### src/rtl/bp_share_arbiter_if.sv
// ============================================================================
//  Module      : bp_share_arbiter_if
//  Description : One requester channel of the shared branch-predictor
//                arbiter: an update request (valid/id/outcome), the
//                acceptance strobe, and the one-cycle miss response.
//                master = requester side, slave = arbiter side.
//  Signals     : req_valid   requester has an update pending
//                req_id      branchID of the pending update
//                req_outcome resolved outcome (1 = taken)
//                req_ready   update accepted this cycle
//                resp_valid  response pulse, one cycle after acceptance
//                resp_miss   predictor miss for that update
//  Revision    : 1.0 - initial release
// ============================================================================
`default_nettype none

interface bp_share_arbiter_if #(
  parameter int ID_W = 3
);
  logic            req_valid;
  logic [ID_W-1:0] req_id;
  logic            req_outcome;
  logic            req_ready;
  logic            resp_valid;
  logic            resp_miss;

  modport master (
    output req_valid,
    output req_id,
    output req_outcome,
    input  req_ready,
    input  resp_valid,
    input  resp_miss
  );

  modport slave (
    input  req_valid,
    input  req_id,
    input  req_outcome,
    output req_ready,
    output resp_valid,
    output resp_miss
  );
endinterface

`default_nettype wire

### src/rtl/bp_share_arbiter.sv
// ============================================================================
//  Module      : bp_share_arbiter
//  Description : Shares one branch predictor between two branch-outcome
//                streams. After reset the predictor's reset line is held
//                for INIT_CYCLES cycles, then at most one update per cycle
//                is granted using round-robin priority. Each update's miss
//                result is returned to its requester one cycle later, and
//                per-requester access/miss counters are kept.
//  Ports       : clk, reset          clock, synchronous active-high reset
//                req0_if, req1_if    requester channels (slave modport)
//                pred_*_o, pred_miss_i
//                                    predictor drive and combinational miss
//                clear_counts_i      synchronous clear of all counters
//                acc*/miss*_count_o  saturating per-requester counters
//  Revision    : 1.0 - initial release
// ============================================================================
`default_nettype none

module bp_share_arbiter #(
  parameter int ID_W        = 3,
  parameter int CNT_W       = 16,
  parameter int INIT_CYCLES = 5   // must be at least 1
) (
  input  logic              clk,
  input  logic              reset,

  bp_share_arbiter_if.slave req0_if,
  bp_share_arbiter_if.slave req1_if,

  output logic              pred_reset_o,
  output logic [ID_W-1:0]   pred_branchID_o,
  output logic              pred_outcome_o,
  output logic              pred_update_o,
  input  logic              pred_miss_i,

  input  logic              clear_counts_i,
  output logic [CNT_W-1:0]  acc0_count_o,
  output logic [CNT_W-1:0]  acc1_count_o,
  output logic [CNT_W-1:0]  miss0_count_o,
  output logic [CNT_W-1:0]  miss1_count_o
);

  localparam int INIT_W = (INIT_CYCLES > 1) ? $clog2(INIT_CYCLES) : 1;
  localparam logic [INIT_W-1:0] INIT_LAST = INIT_W'(INIT_CYCLES - 1);

  typedef enum logic [0:0] {
    ST_INIT = 1'b0,
    ST_RUN  = 1'b1
  } state_t;

  state_t             state_q, state_d;
  logic [INIT_W-1:0]  init_cnt_q, init_cnt_d;
  logic               rr_q, rr_d;          // index of the requester with priority
  logic               resp0_valid_q, resp0_valid_d;
  logic               resp0_miss_q, resp0_miss_d;
  logic               resp1_valid_q, resp1_valid_d;
  logic               resp1_miss_q, resp1_miss_d;
  logic [CNT_W-1:0]   acc0_q, acc0_d;
  logic [CNT_W-1:0]   acc1_q, acc1_d;
  logic [CNT_W-1:0]   miss0_q, miss0_d;
  logic [CNT_W-1:0]   miss1_q, miss1_d;

  logic               run;
  logic               grant_valid;
  logic               grant_idx;
  logic               grant0;
  logic               grant1;

  function automatic logic [CNT_W-1:0] sat_inc(input logic [CNT_W-1:0] val,
                                               input logic             inc);
    if (inc && (val != {CNT_W{1'b1}})) begin
      return val + CNT_W'(1);
    end
    return val;
  endfunction

  // --------------------------------------------------------------------------
  // Grant selection: requests are ignored entirely while the predictor is
  // still in its reset sequence.
  // --------------------------------------------------------------------------
  always_comb begin
    run         = (state_q == ST_RUN);
    grant_valid = 1'b0;
    grant_idx   = 1'b0;
    if (run) begin
      if (req0_if.req_valid && req1_if.req_valid) begin
        grant_valid = 1'b1;
        grant_idx   = rr_q;
      end else if (req0_if.req_valid) begin
        grant_valid = 1'b1;
        grant_idx   = 1'b0;
      end else if (req1_if.req_valid) begin
        grant_valid = 1'b1;
        grant_idx   = 1'b1;
      end
    end
    grant0 = grant_valid && !grant_idx;
    grant1 = grant_valid &&  grant_idx;
  end

  // --------------------------------------------------------------------------
  // Next-state logic
  // --------------------------------------------------------------------------
  always_comb begin
    state_d       = state_q;
    init_cnt_d    = init_cnt_q;
    rr_d          = rr_q;
    resp0_valid_d = grant0;
    resp0_miss_d  = grant0 && pred_miss_i;
    resp1_valid_d = grant1;
    resp1_miss_d  = grant1 && pred_miss_i;
    acc0_d        = sat_inc(acc0_q,  grant0);
    acc1_d        = sat_inc(acc1_q,  grant1);
    miss0_d       = sat_inc(miss0_q, grant0 && pred_miss_i);
    miss1_d       = sat_inc(miss1_q, grant1 && pred_miss_i);

    case (state_q)
      ST_INIT: begin
        if (init_cnt_q == INIT_LAST) begin
          state_d    = ST_RUN;
          init_cnt_d = '0;
        end else begin
          init_cnt_d = init_cnt_q + INIT_W'(1);
        end
      end
      ST_RUN: begin
        state_d = ST_RUN;
      end
      default: begin
        state_d    = ST_INIT;
        init_cnt_d = '0;
      end
    endcase

    // After a grant the other requester gets priority next time.
    if (grant_valid) begin
      rr_d = !grant_idx;
    end

    // A clear wins over an increment landing on the same edge.
    if (clear_counts_i) begin
      acc0_d  = '0;
      acc1_d  = '0;
      miss0_d = '0;
      miss1_d = '0;
    end
  end

  // --------------------------------------------------------------------------
  // Registers
  // --------------------------------------------------------------------------
  always_ff @(posedge clk) begin
    if (reset) begin
      state_q       <= ST_INIT;
      init_cnt_q    <= '0;
      rr_q          <= 1'b0;
      resp0_valid_q <= 1'b0;
      resp0_miss_q  <= 1'b0;
      resp1_valid_q <= 1'b0;
      resp1_miss_q  <= 1'b0;
      acc0_q        <= '0;
      acc1_q        <= '0;
      miss0_q       <= '0;
      miss1_q       <= '0;
    end else begin
      state_q       <= state_d;
      init_cnt_q    <= init_cnt_d;
      rr_q          <= rr_d;
      resp0_valid_q <= resp0_valid_d;
      resp0_miss_q  <= resp0_miss_d;
      resp1_valid_q <= resp1_valid_d;
      resp1_miss_q  <= resp1_miss_d;
      acc0_q        <= acc0_d;
      acc1_q        <= acc1_d;
      miss0_q       <= miss0_d;
      miss1_q       <= miss1_d;
    end
  end

  // --------------------------------------------------------------------------
  // Outputs
  // --------------------------------------------------------------------------
  assign req0_if.req_ready  = grant0;
  assign req1_if.req_ready  = grant1;
  assign req0_if.resp_valid = resp0_valid_q;
  assign req0_if.resp_miss  = resp0_miss_q;
  assign req1_if.resp_valid = resp1_valid_q;
  assign req1_if.resp_miss  = resp1_miss_q;

  assign pred_reset_o    = !run;
  assign pred_update_o   = grant_valid;
  assign pred_branchID_o = grant0 ? req0_if.req_id      :
                           grant1 ? req1_if.req_id      : '0;
  assign pred_outcome_o  = grant0 ? req0_if.req_outcome :
                           grant1 ? req1_if.req_outcome : 1'b0;

  assign acc0_count_o  = acc0_q;
  assign acc1_count_o  = acc1_q;
  assign miss0_count_o = miss0_q;
  assign miss1_count_o = miss1_q;

endmodule

`default_nettype wire
### src/flat_wrapper.sv
// flat-port wrapper written by rule: the top's interface ports become plain ports
module bp_share_arbiter_flat 
#(
  parameter int ID_W        = 3,
  parameter int CNT_W       = 16,
  parameter int INIT_CYCLES = 5                        
)
  (clk, reset, pred_reset_o, pred_branchID_o, pred_outcome_o, pred_update_o, pred_miss_i, clear_counts_i, acc0_count_o, acc1_count_o, miss0_count_o, miss1_count_o, req0_if_req_valid, req0_if_req_id, req0_if_req_outcome, req0_if_req_ready, req0_if_resp_valid, req0_if_resp_miss, req1_if_req_valid, req1_if_req_id, req1_if_req_outcome, req1_if_req_ready, req1_if_resp_valid, req1_if_resp_miss);
  bp_share_arbiter_if #(.ID_W(ID_W)) req0_if_i ();
  bp_share_arbiter_if #(.ID_W(ID_W)) req1_if_i ();
  input  logic clk;
  input  logic reset;
  output logic pred_reset_o;
  output logic [ID_W-1:0] pred_branchID_o;
  output logic pred_outcome_o;
  output logic pred_update_o;
  input  logic pred_miss_i;
  input  logic clear_counts_i;
  output logic [CNT_W-1:0] acc0_count_o;
  output logic [CNT_W-1:0] acc1_count_o;
  output logic [CNT_W-1:0] miss0_count_o;
  output logic [CNT_W-1:0] miss1_count_o;
  input wire logic [$bits(req0_if_i.req_valid)-1:0] req0_if_req_valid;
  input wire logic [$bits(req0_if_i.req_id)-1:0] req0_if_req_id;
  input wire logic [$bits(req0_if_i.req_outcome)-1:0] req0_if_req_outcome;
  output wire logic [$bits(req0_if_i.req_ready)-1:0] req0_if_req_ready;
  output wire logic [$bits(req0_if_i.resp_valid)-1:0] req0_if_resp_valid;
  output wire logic [$bits(req0_if_i.resp_miss)-1:0] req0_if_resp_miss;
  input wire logic [$bits(req1_if_i.req_valid)-1:0] req1_if_req_valid;
  input wire logic [$bits(req1_if_i.req_id)-1:0] req1_if_req_id;
  input wire logic [$bits(req1_if_i.req_outcome)-1:0] req1_if_req_outcome;
  output wire logic [$bits(req1_if_i.req_ready)-1:0] req1_if_req_ready;
  output wire logic [$bits(req1_if_i.resp_valid)-1:0] req1_if_resp_valid;
  output wire logic [$bits(req1_if_i.resp_miss)-1:0] req1_if_resp_miss;
  assign req0_if_i.req_valid = req0_if_req_valid;
  assign req0_if_i.req_id = req0_if_req_id;
  assign req0_if_i.req_outcome = req0_if_req_outcome;
  assign req0_if_req_ready = req0_if_i.req_ready;
  assign req0_if_resp_valid = req0_if_i.resp_valid;
  assign req0_if_resp_miss = req0_if_i.resp_miss;
  assign req1_if_i.req_valid = req1_if_req_valid;
  assign req1_if_i.req_id = req1_if_req_id;
  assign req1_if_i.req_outcome = req1_if_req_outcome;
  assign req1_if_req_ready = req1_if_i.req_ready;
  assign req1_if_resp_valid = req1_if_i.resp_valid;
  assign req1_if_resp_miss = req1_if_i.resp_miss;
  bp_share_arbiter #(.ID_W(ID_W), .CNT_W(CNT_W), .INIT_CYCLES(INIT_CYCLES)) u_core (.clk(clk), .reset(reset), .req0_if(req0_if_i), .req1_if(req1_if_i), .pred_reset_o(pred_reset_o), .pred_branchID_o(pred_branchID_o), .pred_outcome_o(pred_outcome_o), .pred_update_o(pred_update_o), .pred_miss_i(pred_miss_i), .clear_counts_i(clear_counts_i), .acc0_count_o(acc0_count_o), .acc1_count_o(acc1_count_o), .miss0_count_o(miss0_count_o), .miss1_count_o(miss1_count_o));
endmodule
### config.mk
export PLATFORM = sky130hd
export DESIGN_NAME = bp_share_arbiter_flat
export DESIGN_NICKNAME = d
export VERILOG_FILES = /design/src/rtl/bp_share_arbiter_if.sv /design/src/rtl/bp_share_arbiter.sv /design/src/flat_wrapper.sv
export SDC_FILE = /design/constraint.sdc
export NUM_CORES = 1
export LEC_CHECK = 0
export CORE_MARGIN = 5
export CORE_UTILIZATION = 40
export CTS_BUF_LIST = sky130_fd_sc_hd__clkbuf_8
export CTS_CLUSTER_SIZE = 16
export DETAILED_ROUTE_END_ITERATION = 10
export PLACE_DENSITY = 0.7
export SLEW_MARGIN = 20
export SYNTH_ARGS = -nofsm -noshare
export SYNTH_HDL_FRONTEND = slang
export SYNTH_SLANG_ARGS = --single-unit
### constraint.sdc
create_clock -name clk -period 2.4 [get_ports clk]
set_clock_uncertainty 0.05 [all_clocks]
set_input_delay 0.36 -clock clk [delete_from_list [all_inputs] [get_ports clk]]
set_output_delay 0.36 -clock clk [all_outputs]
set_load 0.01 [all_outputs]
==> impl_metrics.tcl, run 1 <==
set metrics [dict create \
    synth_area_leaders "dfxtp_1 42%, xnor2_1 7.5%, nor2_1 7.4%" \
    synthXorXnorAreaFrac_pct 12.30 \
    synth_most_common_cell "dfxtp_1" \
    drv_slew 0 \
    grt_pass1_wl_mm 14.23 \
    timing.rr.end "u_core.acc1_count_o[0]" \
    gr-usage-met1_pct 21.35 \
    hold_ws_ns 0.4335 \
    hold_violations 0 \
    std_cell_rows 34 \
    ys_ff_latch 73 \
    cp_top_family "buffers and inverters" \
    synth-edff-count 0 \
    final_nets 530 \
    io_buffers 89 \
    max_cap_violations 0 \
    busiest_layer "met2" \
    power_frac_clock_pct 41.1 \
    cts_hold_buf 0 \
    syn_avg_cell_area_um2 8.656 \
    tightest_slew_ns 0.6789 \
    antenna_found_initial 0 \
    fillCellCount 791 \
    drt-pass1-iter-count 4 \
    syn_nets 423 \
    crit_arrival_ns 1.95 \
    total_power_uw 2289 \
    drt_iter0_drc 69 \
    synth_mux_area_share_pct 0.5739 \
    dieArea_um2 10690 \
    power.density_nw_per_um2 475.3 \
    ir_worst_vdd_mv 0.2367 \
    die_width_um 103.4 \
    synth_commonest_cells "73 x dfxtp_1, 69 x nor2_1, 30 x xnor2_1" \
    finalSetupViolCount 0 \
    vias_per_cell 5.297 \
    ant_nets 0 \
    ios 90 \
    detailedPlace.worstSlack_ns -0.04674 \
    hpwl_mm 6.704 \
    cts_inserted_buffers 9 \
    synth_top_area_share_pct 41.89 \
    crit_path_top_delay_cell "clkdlybuf4s50_1" \
    async_reset_ff_share_pct 0 \
    period_minus_slack_ns 2.357 \
    synth_compound_area_share_pct 8.680 \
    status "complete, no violations" \
    synthAdderAreaFrac_pct 2.152 \
    wirelength_mm 9.045 \
    synth-simple-area-share_pct 31.60 \
    path_class "input port to primary output" \
    routedWlPerCell_um 14.52 \
    die_y_um 103.4 \
    reg2reg_depth 6 \
    cp.depth 6 \
    cpMostUsedCell "clkdlybuf4s50_1" \
    yosys_warnings 0 \
    startpoint_type "input port" \
    p_switching_uw 516.5 \
    grt_pass1_vias 3052 \
    clk_pin_slew_ns 0.07 \
    post_cts_buffers 0 \
    overflow 0 \
    seqPwrFrac_pct 53.7 \
    synth_top_family_by_area "simple AND/OR/NAND/NOR gates" \
    slowest_delay_ns 0.51 \
    gp_congestion 0.8798 \
    slew_headroom_pct 54.36 \
    drc 0 \
    seq_area_frac_synth_pct 41.89 \
    critPathLaunch "req0_if_req_valid" \
    gr-usage-all-layers_pct 16.75 \
    h-tree-depth 3 \
    power_leakage_uw 0.001661 \
    holdCritPathClass "input port to flop" \
    endpoint "pred_branchID_o[1]" \
    start_util_pct 40.59 \
    multi_input_area_um2 1939 \
    synth_cells 403 \
    synth.largest_area_cell "dfxtp_1" \
    final_core_util_pct 56.04 \
    synth_ff_type "dfxtp_1" \
    clkLatencyLatePin_ns 0.35 \
    met3_usage_pct 3.286 \
    core_um2 8593 \
    internal_power_uw 1772 \
    r2r_slack_ns 0.40 \
    yosysUniqueCellTypes 40 \
    cts_tree "built" \
    cp_max_fo 5 \
    cp.buffers_inverters 3 \
    root_buffer "clkbuf_8" \
    fmax_mhz 424.3 \
    grt_max_degree 25 \
    fin_crit_sh_pct 98.19 \
    setup_ws_ns 0.04336 \
    end_kind "primary output" \
    clock-sinks 73 \
    place_area_um2 4606 \
    seq_area_um2 1463 \
    num_vias 3300 \
    cts_max_path_buffers 2 \
    antenna_cells 0 \
    met2_usage_pct 27.40 \
    power_switching_share_pct 22.56 \
    r2r-start "u_core.acc1_count_o[1]" \
    comb_power_share_pct 5.2 \
    cp_cell_sequence "clkdlybuf4s50_1 > nor2b_4 > nor2_1 > buf_4 > a22o_1 > clkdlybuf4s50_1" \
    syn_to_final_growth_pct 38.06 \
    worstPathRequired_ns 1.99 \
    fin_area_um2 4816 \
    netlist_area_um2 3488 \
    layout-drive-gt1-share_pct 10.29 \
]
[power by group through the flow]
stage / Clock [µW] / Sequential, µW / Combinational (µW)
global route: 1030 / 1230 / 132
detailed placement: 0 / 1260 / 118
global placement: 0 / 1260 / 116
CTS: 964 / 1230 / 119
finish: 941 / 1230 / 119
floorplan: 0 / 1250 / 61.1
[through the flow]
step	TNS, ns	std cells
6_report	0	623
5_1_grt	-0.01539	623
4_1_cts	0	623
3_5_place_dp	-0.1860	607
3_3_place_gp	-0.04254	607
2_1_floorplan	0	403
[what timing repair did]
action,4_1_cts,5_1_grt
endpoints found under the setup margin,4,5
cloned,0,0
resized for setup,1,7
[kinds of logic (layout without fill, tap and decap cells)]
| kind of cell | after synthesis | in the layout |
|---|---|---|
| XOR/XNOR | 49 | 49 |
| buffers and inverters | 20 | 132 |
| flip-flops | 73 | 73 |
| multiplexers | 2 | 2 |
| adder cells (fa/ha/maj) | 6 | 6 |
| AND/OR/NAND/NOR | 207 | 207 |
| AO/OA/AOI/OAI | 46 | 46 |
[worst register-to-register path, delay by kind of cell, from the launching register on]
family | cells | cell delay, ns
AND/OR/NAND/NOR | 3 | 0.56
flip-flops | 1 | 0.43
AO/OA/AOI/OAI | 1 | 0.43
adder cells (fa/ha/maj) | 1 | 0.24
XOR/XNOR | 1 | 0.19
[sequential cells by signal, summed over array words and instances (netlist names)]
signal	count
u_core.acc0_count_o	16
u_core.acc1_count_o	16
u_core.init_cnt_q	3
u_core.miss0_count_o	16
u_core.miss1_count_o	16
u_core.req0_if.resp_miss	1
u_core.req0_if.resp_valid	1
u_core.req1_if.resp_miss	1
u_core.req1_if.resp_valid	1
u_core.rr_q	1
u_core.run	1
[metal layers]
metal | share of wire (%) | wire length, µm | up-vias
met5 | 0 | 0 | -
met4 | 2.1 | 189 | 0
met2 | 48 | 4309 | 60
li1 | - | - | 1669
met1 | 46 | 4184 | 1556
met3 | 4.0 | 361 | 15
[worst min-delay path by stage]
stage | from | end | slack, ns | cells after the start
after global routing | req1_if_req_valid | u_core.req1_if.resp_valid | 0.45 | 4
after CTS | u_core.miss1_count_o[15] | u_core.miss1_count_o[15] | 0.46 | 2
after detailed placement | u_core.miss1_count_o[15] | u_core.miss1_count_o[15] | 0.44 | 2
after global placement | u_core.rr_q | u_core.rr_q | 0.44 | 2
after floorplan | u_core.rr_q | u_core.rr_q | 0.42 | 2
final | req1_if_req_valid | u_core.req1_if.resp_valid | 0.43 | 4
[layout make-up]
cell class	instances	area share [%]
well taps	108	2.806
multi-input cells	310	40.27
inverters	7	0.5456
flip-flops and latches	73	30.37
clock buffers	10	2.858
clock inverters	6	1.065
repair buffers	109	22.08
[placed cells by master (no fill, tap or decap), types with 4 or more instances in the layout]
master and instances:
nor3_1 14, and4_1 5, dfxtp_1 72, xnor2_1 30
xor2_1 19, buf_4 19, o21ai_0 11, and3_1 9
nand2_1 20, o211ai_1 4, nor2_1 69, clkdlybuf4s50_1 85
dlymetal6s2s_1 4, a21oi_1 12, nor4_1 13, a31oi_1 4
a22o_1 4, nor4b_1 5, inv_1 9, clkbuf_8 10
ha_1 6, nand3_1 27, nand4_1 22, or2_2 6
No activity file was read; power rests on OpenSTA's default activity.
==> run 2, diff against run 1 <==
--- a/config.mk
+++ b/config.mk
@@ -8,6 +8,7 @@
 export CORE_MARGIN = 5
 export CORE_UTILIZATION = 40
 export CTS_BUF_LIST = sky130_fd_sc_hd__clkbuf_8
+export CTS_CLUSTER_DIAMETER = 60
 export CTS_CLUSTER_SIZE = 16
 export DETAILED_ROUTE_END_ITERATION = 10
 export PLACE_DENSITY = 0.7
==> constraint.sdc (replaced) <==
create_clock -name clk -period 2.2 [get_ports clk]
set_clock_uncertainty 0.05 [all_clocks]
set_input_delay 0.33 -clock clk [delete_from_list [all_inputs] [get_ports clk]]
set_output_delay 0.33 -clock clk [all_outputs]
set_load 0.01 [all_outputs]
==> run 2 against run 1 <==
Compared with the run above:
- worst setup slack better by 0.022 ns
- count of clock-buffer cells in the layout is 1 higher
- via count about the same
- largest cell class unchanged
- sequential share of layout area decreased by 0.48 points
- routed wire length is 1.7% lower
- total power increased by 17%
- combinational power grew 11%
- cell count is 0.96% higher
- first-iteration DRC count rose by 67%
- global-route usage shrank 0.15 points
==> impl_metrics.tcl, run 2 (synthesis results as in run 1) <==
set metrics [dict create \
    grt_pass1_vias 3062 \
    clkLatencyLatePin_ns 0.35 \
    fillCellCount 770 \
    detailedPlace.worstSlack_ns -0.1931 \
    gr-usage-all-layers_pct 16.60 \
    stdcell_count 629 \
    antenna_found_initial 0 \
    holdPathStages 4 \
    hold_violations 0 \
    clk_pin_slew_ns 0.07 \
    r2r-start "u_core.acc1_count_o[0]" \
    setup_ws_ns 0.06585 \
    period_minus_slack_ns 2.134 \
    final_nets 536 \
    place_inst 612 \
    fmax_mhz 468.6 \
    drv_slew 0 \
    drt-pass1-iter-count 4 \
    layout-drive-gt1-share_pct 11.32 \
    reg2reg_depth 6 \
    fin_area_um2 4888 \
    die_y_um 103.4 \
    cp_top_family "buffers and inverters" \
    hpwl_mm 6.609 \
    grt_pass1_wl_mm 14.25 \
    overflow 0 \
    routedWlPerCell_um 14.14 \
    power.density_nw_per_um2 546.2 \
    h-tree-depth 3 \
    slowest_delay_ns 0.47 \
    crit_arrival_ns 1.75 \
    end_kind "primary output" \
    start_util_pct 40.59 \
    startpoint_type "input port" \
    core_um2 8593 \
    io_buffers 89 \
    place_area_um2 4631 \
    worstPathRequired_ns 1.82 \
    drc 0 \
    total_power_uw 2670 \
    rsz0062_at_grt "no" \
    ant_nets 0 \
    root_buffer "clkbuf_8" \
    cp.buffers_inverters 5 \
    power_leakage_uw 0.001674 \
    hold_ws_ns 0.3832 \
    fin_crit_sh_pct 97.01 \
    cp_max_fo 4 \
    grt_max_degree 20 \
    status "complete, no violations" \
    ir_worst_vdd_mv 0.3533 \
    tightest_slew_ns 0.5137 \
    min_from "req1_if_req_valid" \
    wirelength_mm 8.893 \
    cts_max_path_buffers 2 \
    cp_cell_sequence "clkdlybuf4s50_1 > buf_4 > nand3_1 > inv_2 > buf_12 > a22o_1 > dlygate4sd2_1" \
    cp.depth 7 \
    critPathLaunch "req0_if_req_valid" \
    clock-sinks 73 \
    final_common_cell "clkdlybuf4s50_1" \
    drt_iter0_drc 115 \
    gp_congestion 0.8420 \
    num_vias 3302 \
    slew_headroom_pct 65.49 \
    vias_per_cell 5.250 \
    die_width_um 103.4 \
    std_cell_rows 34 \
    dieArea_um2 10690 \
    ios 90 \
    cts_tree "built" \
    finalSetupViolCount 0 \
    crit_path_top_delay_cell "clkdlybuf4s50_1" \
    holdCritPathClass "input port to flop" \
    antenna_cells 0 \
    max_cap_violations 0 \
    cts_inserted_buffers 9 \
    syn_to_final_growth_pct 40.14 \
    path_class "input port to primary output" \
    layout_common_cells "83 x clkdlybuf4s50_1, 73 x dfxtp_1, 69 x nor2_1, 30 x xnor2_1, 27 x nand3_1" \
]
## run 2: path summary, 6_finish.rpt
kind	endpoint	slack, ns
setup / recovery	pred_outcome_o	0.07
hold / removal	u_core.req1_if.resp_valid	0.38
setup reg to reg	u_core.acc1_count_o[0]	0.22
hold reg to reg	u_core.miss1_count_o[15]	0.46
## run 2: per-layer routing
metal / track usage, % / wire, µm / vias up / share of wire (%)
met5: 0 / 0 / - / 0
met4: 5.777 / 62 / 0 / 0.70
met3: 4.225 / 452 / 7 / 5.1
met2: 27.01 / 4383 / 73 / 49
met1: 21.35 / 3994 / 1534 / 45
li1: - / - / 1688 / -
## run 2: layout make-up
| cell class | instances | area, µm² | area share (%) |
|---|---|---|---|
| Tap cell | 108 | 135.1 | 2.764 |
| Inverter | 7 | 26.28 | 0.5375 |
| Clock inverter | 5 | 78.83 | 1.612 |
| Timing Repair Buffer | 115 | 1099 | 22.47 |
| Clock buffer | 11 | 151.4 | 3.097 |
| Sequential cell | 73 | 1461 | 29.90 |
| Multi-Input combinational cell | 310 | 1937 | 39.62 |
## run 2: power by group
group | internal, µW | switching (µW) | leakage (µW) | total (µW)
Combinational | 64.1 | 67.7 | 0.000973 | 132
Sequential | 1330 | 8.36 | 0.000588 | 1340
Clock | 697 | 503 | 0.000113 | 1200
## run 2: repair_timing
action,in CTS,in global routing
setup endpoints to repair,4,1
cloned,0,0
buffers inserted,0,1
resized for setup,6,2
hold buffers,0,0
## run 2: through the flow
| step | TNS, ns | util [%] |
|---|---|---|
| finish | 0 | 56.89 |
| global route | 0 | 56.89 |
| CTS | 0 | 56.60 |
| detailed placement | -2.770 | 53.89 |
| global placement | -2.214 | 53.89 |
| floorplan | 0 | - |
## run 2: worst reg2reg max path: stages, from the launching register on
cell     delay (ns)
dfxtp_1        0.41
ha_1           0.24
and4_1         0.24
nand3_1        0.26
o21ai_0        0.43
xor2_1         0.19
nor2_1         0.05
